$ cat config.mk
export PLATFORM = sky130hd
export DESIGN_NAME = fetch_inst_queue
export DESIGN_NICKNAME = d
export VERILOG_FILES = /design/src/rtl/fetch_inst_queue_pkg.sv /design/src/rtl/fetch_inst_queue_ram.sv /design/src/rtl/fetch_inst_queue.sv
export SDC_FILE = /design/constraint.sdc
export NUM_CORES = 1
export LEC_CHECK = 0
export ABC_AREA = 1
export BUFFER_PORTS_ARGS = -buffer_cell sky130_fd_sc_hd__buf_2
export CAP_MARGIN = 20
export CORE_MARGIN = 4
export CORE_UTILIZATION = 55
export CTS_CLUSTER_DIAMETER = 120
export DETAILED_ROUTE_END_ITERATION = 6
export PLACE_DENSITY = 0.74
export SLEW_MARGIN = 20
export SYNTH_ARGS = -nofsm -noshare
export SYNTH_HDL_FRONTEND = slang
export SYNTH_SLANG_ARGS = --single-unit
$ cat constraint.sdc
create_clock -name clk -period 8.3 [get_ports clk]
set_input_delay 0 -clock clk [delete_from_list [all_inputs] [get_ports clk]]
set_output_delay 0 -clock clk [all_outputs]
set_load 0.005 [all_outputs]
$ cat src/rtl/fetch_inst_queue_pkg.sv
// Shared sizing defaults for the multi-lane fetch-to-decode instruction queue.
package fetch_inst_queue_pkg;

  localparam int unsigned AddrWidth  = 32;
  localparam int unsigned InstWidth  = 32;
  localparam int unsigned InstQDepth = 8;
  localparam int unsigned FetchWidth = 2;
  localparam int unsigned DecWidth   = 2;

endpackage

$ cat src/rtl/fetch_inst_queue_ram.sv
// Queue storage: NW write ports at consecutive wrapping addresses, NR async read ports.
module fetch_inst_queue_ram #(
  parameter int unsigned DEPTH = 8,
  parameter int unsigned W     = 64,
  parameter int unsigned NW    = 2,
  parameter int unsigned NR    = 2,
  localparam int unsigned AW   = $clog2(DEPTH)
) (
  input  logic              clk,
  input  logic [NW-1:0]     we_i,
  input  logic [AW-1:0]     waddr_i,
  input  logic [NW*W-1:0]   wdata_i,
  input  logic [AW-1:0]     raddr_i,
  output logic [NR*W-1:0]   rdata_o
);

  logic [W-1:0] mem_q [DEPTH];

  // Storage is intentionally not reset; validity lives in the top's count.
  always_ff @(posedge clk) begin
    for (int k = 0; k < int'(NW); k++) begin
      if (we_i[k]) mem_q[waddr_i + AW'(k)] <= wdata_i[k*W +: W];
    end
  end

  always_comb begin
    rdata_o = '0;
    for (int r = 0; r < int'(NR); r++) begin
      rdata_o[r*W +: W] = mem_q[raddr_i + AW'(r)];
    end
  end

endmodule

$ cat src/rtl/fetch_inst_queue.sv
// Multi-lane instruction queue between fetch and decode with back-pressure and flush.
module fetch_inst_queue
  import fetch_inst_queue_pkg::*;
#(
  parameter int unsigned ADDR        = AddrWidth,
  parameter int unsigned INST        = InstWidth,
  parameter int unsigned DEPTH       = InstQDepth,
  parameter int unsigned FETCH_WIDTH = FetchWidth,
  parameter int unsigned DEC_WIDTH   = DecWidth,
  localparam int unsigned PW         = $clog2(DEPTH),
  localparam int unsigned CW         = PW + 1
) (
  input  logic                        clk,
  input  logic                        reset,
  input  logic                        flush,
  input  logic [FETCH_WIDTH-1:0]      fetch_e_,
  input  logic [FETCH_WIDTH*ADDR-1:0] fetch_pc,
  input  logic [FETCH_WIDTH*INST-1:0] fetch_inst,
  output logic                        fq_stall,
  output logic [DEC_WIDTH-1:0]        inst_e_,
  output logic [DEC_WIDTH*ADDR-1:0]   inst_pc,
  output logic [DEC_WIDTH*INST-1:0]   inst,
  input  logic                        dec_stall,
  output logic [CW-1:0]               fq_count
);

  localparam int unsigned EW = ADDR + INST;

  logic [PW-1:0]            wr_ptr_q, wr_ptr_d, rd_ptr_q, rd_ptr_d;
  logic [CW-1:0]            count_q, count_d, n_push, n_pop;
  logic                     stall_q, stall_d;
  logic [FETCH_WIDTH-1:0]   fetch_v, we;
  logic [FETCH_WIDTH*EW-1:0] wdata;
  logic [DEC_WIDTH*EW-1:0]  rdata;

  fetch_inst_queue_ram #(
    .DEPTH (DEPTH),
    .W     (EW),
    .NW    (FETCH_WIDTH),
    .NR    (DEC_WIDTH)
  ) u_ram (
    .clk     (clk),
    .we_i    (we),
    .waddr_i (wr_ptr_q),
    .wdata_i (wdata),
    .raddr_i (rd_ptr_q),
    .rdata_o (rdata)
  );

  // Push/pop accounting; flush overrides both and empties the queue.
  always_comb begin
    fetch_v  = ~fetch_e_;
    we       = '0;
    wdata    = '0;
    n_push   = '0;
    n_pop    = '0;
    wr_ptr_d = wr_ptr_q;
    rd_ptr_d = rd_ptr_q;
    count_d  = count_q;
    if (!stall_q && !flush) we = fetch_v;
    for (int k = 0; k < int'(FETCH_WIDTH); k++) begin
      wdata[k*EW +: EW] = {fetch_pc[k*ADDR +: ADDR], fetch_inst[k*INST +: INST]};
      n_push            = n_push + CW'(we[k]);
    end
    if (!dec_stall && !flush) begin
      n_pop = (count_q < CW'(DEC_WIDTH)) ? count_q : CW'(DEC_WIDTH);
    end
    if (flush) begin
      wr_ptr_d = '0;
      rd_ptr_d = '0;
      count_d  = '0;
    end else begin
      wr_ptr_d = wr_ptr_q + PW'(n_push);
      rd_ptr_d = rd_ptr_q + PW'(n_pop);
      count_d  = count_q + n_push - n_pop;
    end
    stall_d = (CW'(DEPTH) - count_d) < CW'(FETCH_WIDTH);
  end

  always_ff @(posedge clk or posedge reset) begin
    if (reset) begin
      wr_ptr_q <= '0;
      rd_ptr_q <= '0;
      count_q  <= '0;
      stall_q  <= 1'b0;
    end else begin
      wr_ptr_q <= wr_ptr_d;
      rd_ptr_q <= rd_ptr_d;
      count_q  <= count_d;
      stall_q  <= stall_d;
    end
  end

  // Presentation is driven purely from registered state; invalid lanes read as zero.
  always_comb begin
    inst_e_ = '1;
    inst_pc = '0;
    inst    = '0;
    for (int d = 0; d < int'(DEC_WIDTH); d++) begin
      if (count_q > CW'(d)) begin
        inst_e_[d]             = 1'b0;
        inst_pc[d*ADDR +: ADDR] = rdata[d*EW + INST +: ADDR];
        inst[d*INST +: INST]    = rdata[d*EW +: INST];
      end
    end
  end

  assign fq_stall = stall_q;
  assign fq_count = count_q;

  // Valid lanes must be contiguous from lane 0 (mask of the form 0..01..1).
  a_contig_lanes : assert property (@(posedge clk) disable iff (reset)
    ((fetch_v & (fetch_v + FETCH_WIDTH'(1))) == '0));

endmodule
* After elaboration in Yosys (flattened, before gate mapping) *
Memories as Yosys holds them, arrays and structs flattened.
Index checks and enable logic that the tools add are counted.

operators by class
  muxes and demuxes = 16
  magnitude comparators = 4
  bitwise operators = 1
  add/subtract/negate cells = 8
  reductions and logical operators = 5

operators by type and width
  cell                 count
  $mux 32              4
  $mux 4               3
  $gt 4x1->1 const B   2
  $lt 4x2->1 const B   2
  $add 3x1->3 const B  2
  $mux 1               6
  $mux 3               2
  $add 4x2->4          1
  $sub 4x4->4          1
  $sub 4x4->4 const A  1
  $add 3x2->3          1
  $add 3x3->3          1
  $logic_not 1->1      3
  $add 1x1->2          1
  $logic_and 1x1->1    2
  $mux 2               1
  $not 2->2            1

word-level totals
  register bits after elaboration = 11
  memories = 1
  output and inout port bits = 135
  logic and storage cells = 39
  RAM bits = 512

memory list
  name         depth  width  read ports  clocked after Yosys merged registers in  wr ports  line                        RTL
  u_ram.mem_q  8      64     2           0                                        2         fetch_inst_queue_ram.sv:17  logic [W-1:0] mem_q [DEPTH];

* Logic depth before layout (Yosys ltp) *
  depth in word-level cells = 9
  depth in mapped cells = 17
  depth with buffers taken out = 17

* Modules after synthesis *
Synthesis repeated with hierarchy kept, for this count alone.

second synthesis, totals
  cell total of the unflattened synthesis = 5691
  area, all modules = 38251.7 um^2

modules (own cells, without submodules)
  module                instances  seq. area each (um^2)  cells each  area an instance (um^2)
  fetch_inst_queue_ram  1          15374.7                5329        36363.6
  fetch_inst_queue      1          275.3                  362         1888.1

* Worst setup path before layout *
OpenSTA, ideal clock, no wires.

  path kind = register -> register
  start = reg stall_q (netlist: fq_stall)
  end = mem u_ram.mem_q[0][0] (enable)
  buffers on the path = 0
  slack = 2.261 ns
  stages on the path, launching flop included = 4
  arrival time = 5.464 ns
  clock period less this slack = 6.039 ns
  required time = 7.726 ns
  cells stage by stage = dfrtp_1 > nor3_1 > nand3_1 > o21ai_0

RTL lines
  item                    line                        RTL
  start, declared         fetch_inst_queue.sv:31      logic stall_q, stall_d;
  start signal, assigned  fetch_inst_queue.sv:90      stall_q <= stall_d;
  end, declared           fetch_inst_queue_ram.sv:17

* Worst setup path in the final report *
  start = reg rd_ptr_q[1]
  end = out inst[44]

on the way
  longest elaborated chain between the ends = 3

RTL lines
  item                    line                        RTL
  start, declared         fetch_inst_queue.sv:29      logic [PW-1:0] wr_ptr_q, wr_ptr_d, rd_ptr_q, rd_ptr_d;
  start signal, assigned  fetch_inst_queue.sv:88      rd_ptr_q <= rd_ptr_d;
  $add 3x1->3             fetch_inst_queue_ram.sv:29  rdata_o[r*W +: W] = mem_q[raddr_i + AW'(r)];
  $mem_v2 8x64            n/a
  $mux 32                 fetch_inst_queue.sv:100     if (count_q > CW'(d)) begin
  end, declared           fetch_inst_queue.sv:22      output logic [DEC_WIDTH*INST-1:0] inst,

Every way passes these cells.

==> results.md <==
* GR Overflow Total at 0
* Tcrit/Tclk final at 0.6043
* Port bufs at between 200 and 300
* Min-delay worst type: in -> reg
* Layout area overhead at 16.17%
* Placed cell count at 4715
* Reg2Reg Depth at 8
* Mapped cell area at between 30000 and 40000 um2
* I/O pins at between 200 and 300
* PnR worst setup slack at around 3300 ps
* Row count at 87
* IR drop worst, VDD at 0.2415 mV
* Slew @ Worst Pin at between 1000 and 1500 ps
* Core ar. at approximately 56000 um2
* Worst R2R Setup Slack at 3710 ps
* GPL Wtd Cong at 0.8275
* Worst R2R End: u_ram.mem_q[4][62]
* Vias at 29890
* Worst hold margin at 125.1 ps
* Initial Utilization at 0.5566
* Crit path capture type: output port
* Clock latency on the worst-skew pair at 620 ps
* Worst clock skew at roughly 23 ps
* Sink Count at around 520
* Worst-path clk slew at about 60 ps
* Die width at approximately 250 um
* Pre-CTS setup slack at 4011 ps
* Post-CTS sizing at 0
* Final #Nets at around 4400
* Fin. max-slew vios at 0
* Vias/cell at approximately 6
* FMAX at approximately 0.2 GHz
* Clock period minus worst slack at 5016 ps
* Slew headroom at 0.2607
* First-pass GRT wire length at approximately 150000 um
* Status: complete, no violations
* Placed Area at 32820 um2
* Hold depth at 6
* Critical path class: reg -> out
* RSZ-0062 raised after global routing: false
* Post-route insts no fill at around 5000
* Yosys reg bits at about 520
* Worst Path Arrival at approximately 5000 ps
* CP startpoint kind: flop
* Post-route setup TNS at 0 ps
* Yosys warning count at 0
* Detail Placement HPWL at around 55000 um
* Die height at roughly 250 um
* Mean Syn Cell Area at 7.917 um2
* CTS Buffer Depth at 3
* Seq/Total Area, Yosys at 0.4977
* Ordered cell list for the critical path: ha_4 -> buf_4 -> buf_4 -> o211ai_1 -> nand2_1 -> a21oi_1 -> nor3_1 -> buf_2
* Synthesized net count at a little over 4000
* Largest net degree at the start of global routing at between 200 and 250
* Initial drt markers at between 3000 and 4000
* H-tree depth at 2
* Hold_sp: fetch_e_[1]
* Fin area at between 30000 and 40000 um2
* Initial antenna violation count at 3
* Fraction of layout cells with a size suffix above 1 at 0.1123
* TritonRoute pass-1 iters at 6
* Hold EP: wr_ptr_q[0]
* Post-CTS Repair Setup Buffers at 0
* Residual DRC at 0
* Die area at just over 60000 um2
* Slowest cell delay on critical path at between 900 and 1000 ps
* Clock buffer count from CTS at 57
* Worst EP required at 8300 ps
* GRT Overall Usage at 0.3216
* Per-cell routed wire length at roughly 20 um
* Count of final hold-check violations at 0
* Vias in the first global route at roughly 28000
* Antenna-violating nets left at 0
* Post-Route WL at just over 100000 um
* Worst r2r src: wr_ptr_q[0]
* Setup violators final at 0
* Distinct cells, synth at 29
* CTS tree: done
* Crit-path max FO at 77
* P_leak at ~14 nW
* Critical-path top delay cell: dfrtp_4
* Pwr dens at approximately 250 nW/um2
* Clk root buf: clkbuf_16
* Cell count after synthesis at 3972
* Critical Path Most Common Cell: buf_4
* MaxCap Viol Count at 0
[metrics by stage]
stage,util,power (mW)
floorplan,-,5.164
global placement,0.5810,6.465
detailed placement,0.5810,6.505
CTS,0.6465,8.982
global route,0.6466,9.461
finish,0.6467,9.027
[state kept, by name, indices dropped and copies added, names as in the netlist]
name and cells:
rd_ptr_q 3, fq_stall 1, wr_ptr_q 3, u_ram.mem_q 512, fq_count 4
[worst max-delay path: cells and delay by family, from the launching register on]
| family | cells | cell delay, ps |
|---|---|---|
| buffers and inverters | 3 | 1850 |
| flip-flops | 1 | 990 |
| adder cells (fa/ha/maj) | 1 | 710 |
| AND/OR/NAND/NOR | 2 | 520 |
| AO/OA/AOI/OAI | 2 | 250 |
[worst max-delay path by stage]
stage | from | to | slack [ps] | cells after the start
after floorplan | fq_stall | u_ram.mem_q[0][0] | 2260 | 3
after global placement | rd_ptr_q[1] | inst_pc[62] | 4010 | 8
after detailed placement | rd_ptr_q[1] | inst_pc[62] | 4010 | 8
after CTS | rd_ptr_q[1] | inst_pc[62] | 3350 | 8
after global routing | rd_ptr_q[1] | inst[44] | 3050 | 8
final | rd_ptr_q[1] | inst[44] | 3280 | 8
[power by group]
part	switching, mW	total [mW]	internal (mW)
combinational	2.20	3.31	1.11
sequential	0.140	3.30	3.16
clock	1.04	2.42	1.38
total	3.38	9.03	5.65
[cells by family (layout without fill, tap and decap cells)]
group,Yosys count,count (layout),share of synthesized area
compound gates,1176,1176,0.2003
xor+xnor,5,5,0.001870
fa+ha+maj,14,14,0.006525
buf+inv,611,897,0.08116
flops,523,523,0.4977
other cells,0,2,0
simple gates,1643,1643,0.2125
[cell type report]
type	count	area, um2
diodes	2	5.005
fillers	4697	19960
well taps	756	945.9
multi-input cells	2838	13450
inverters	289	1094
clock buffers	75	1536
repair buffers	505	3640
clock inverters	28	202.7
flip-flops and latches	523	15660
[cell usage in the layout (no fill, tap or decap), types with 3 or more instances in the layout]
cell type         n
o22ai_1          62
dlygate4sd3_1   196
buf_2           268
o211ai_1        128
clkbuf_16        59
or2_2            65
clkbuf_1         16
clkinv_2          5
o21ai_0         616
dfrtp_1           8
bufinv_16         3
buf_4            38
nand3_1         195
o21ai_1         103
nor2_4            4
a21oi_1         257
edfxtp_1        512
inv_2             4
fa_1              4
nor3_1           63
dfrtp_4           3
inv_1           283
nand2_4           5
o21ai_4           4
ha_1              9
nand2_1        1028
o22ai_4           4
clkinv_1         18
nor2_1          275
[synth_stat cells, drive strengths merged]
cell / instances / area [um2]
a21oi: 257 / 1286
buf: 165 / 878.3
clkbuf: 157 / 589.3
dfrtp: 11 / 275.3
edfxtp: 512 / 15370
fa: 4 / 80.08
ha: 10 / 125.1
inv: 289 / 1085
nand2: 1035 / 3890
nand3: 196 / 980.9
nand3b: 1 / 7.510
nand4: 1 / 6.260
nor2: 281 / 1060
nor3: 64 / 331.6
o211a: 2 / 20.02
o211ai: 128 / 960.9
o21ai: 723 / 3618
o22ai: 66 / 412.9
or2: 65 / 406.6
xnor2: 2 / 17.52
xor2: 3 / 41.29
[what timing repair did]
item | CTS | global route
hold buffers | 196 | 0
endpoints found under the hold margin | 534 | 0
setup endpoints to repair | 0 | 0
[metal layers]
metal  global-route usage  wire length [um]  up-vias
li1                     -                 -    14050
met1               0.4078             37740    13830
met2               0.5447             48300     1729
met3              0.04760             10840      284
met4               0.1502              4276        2
met5                    0                12        -
No activity file was read; power rests on OpenSTA's default activity.
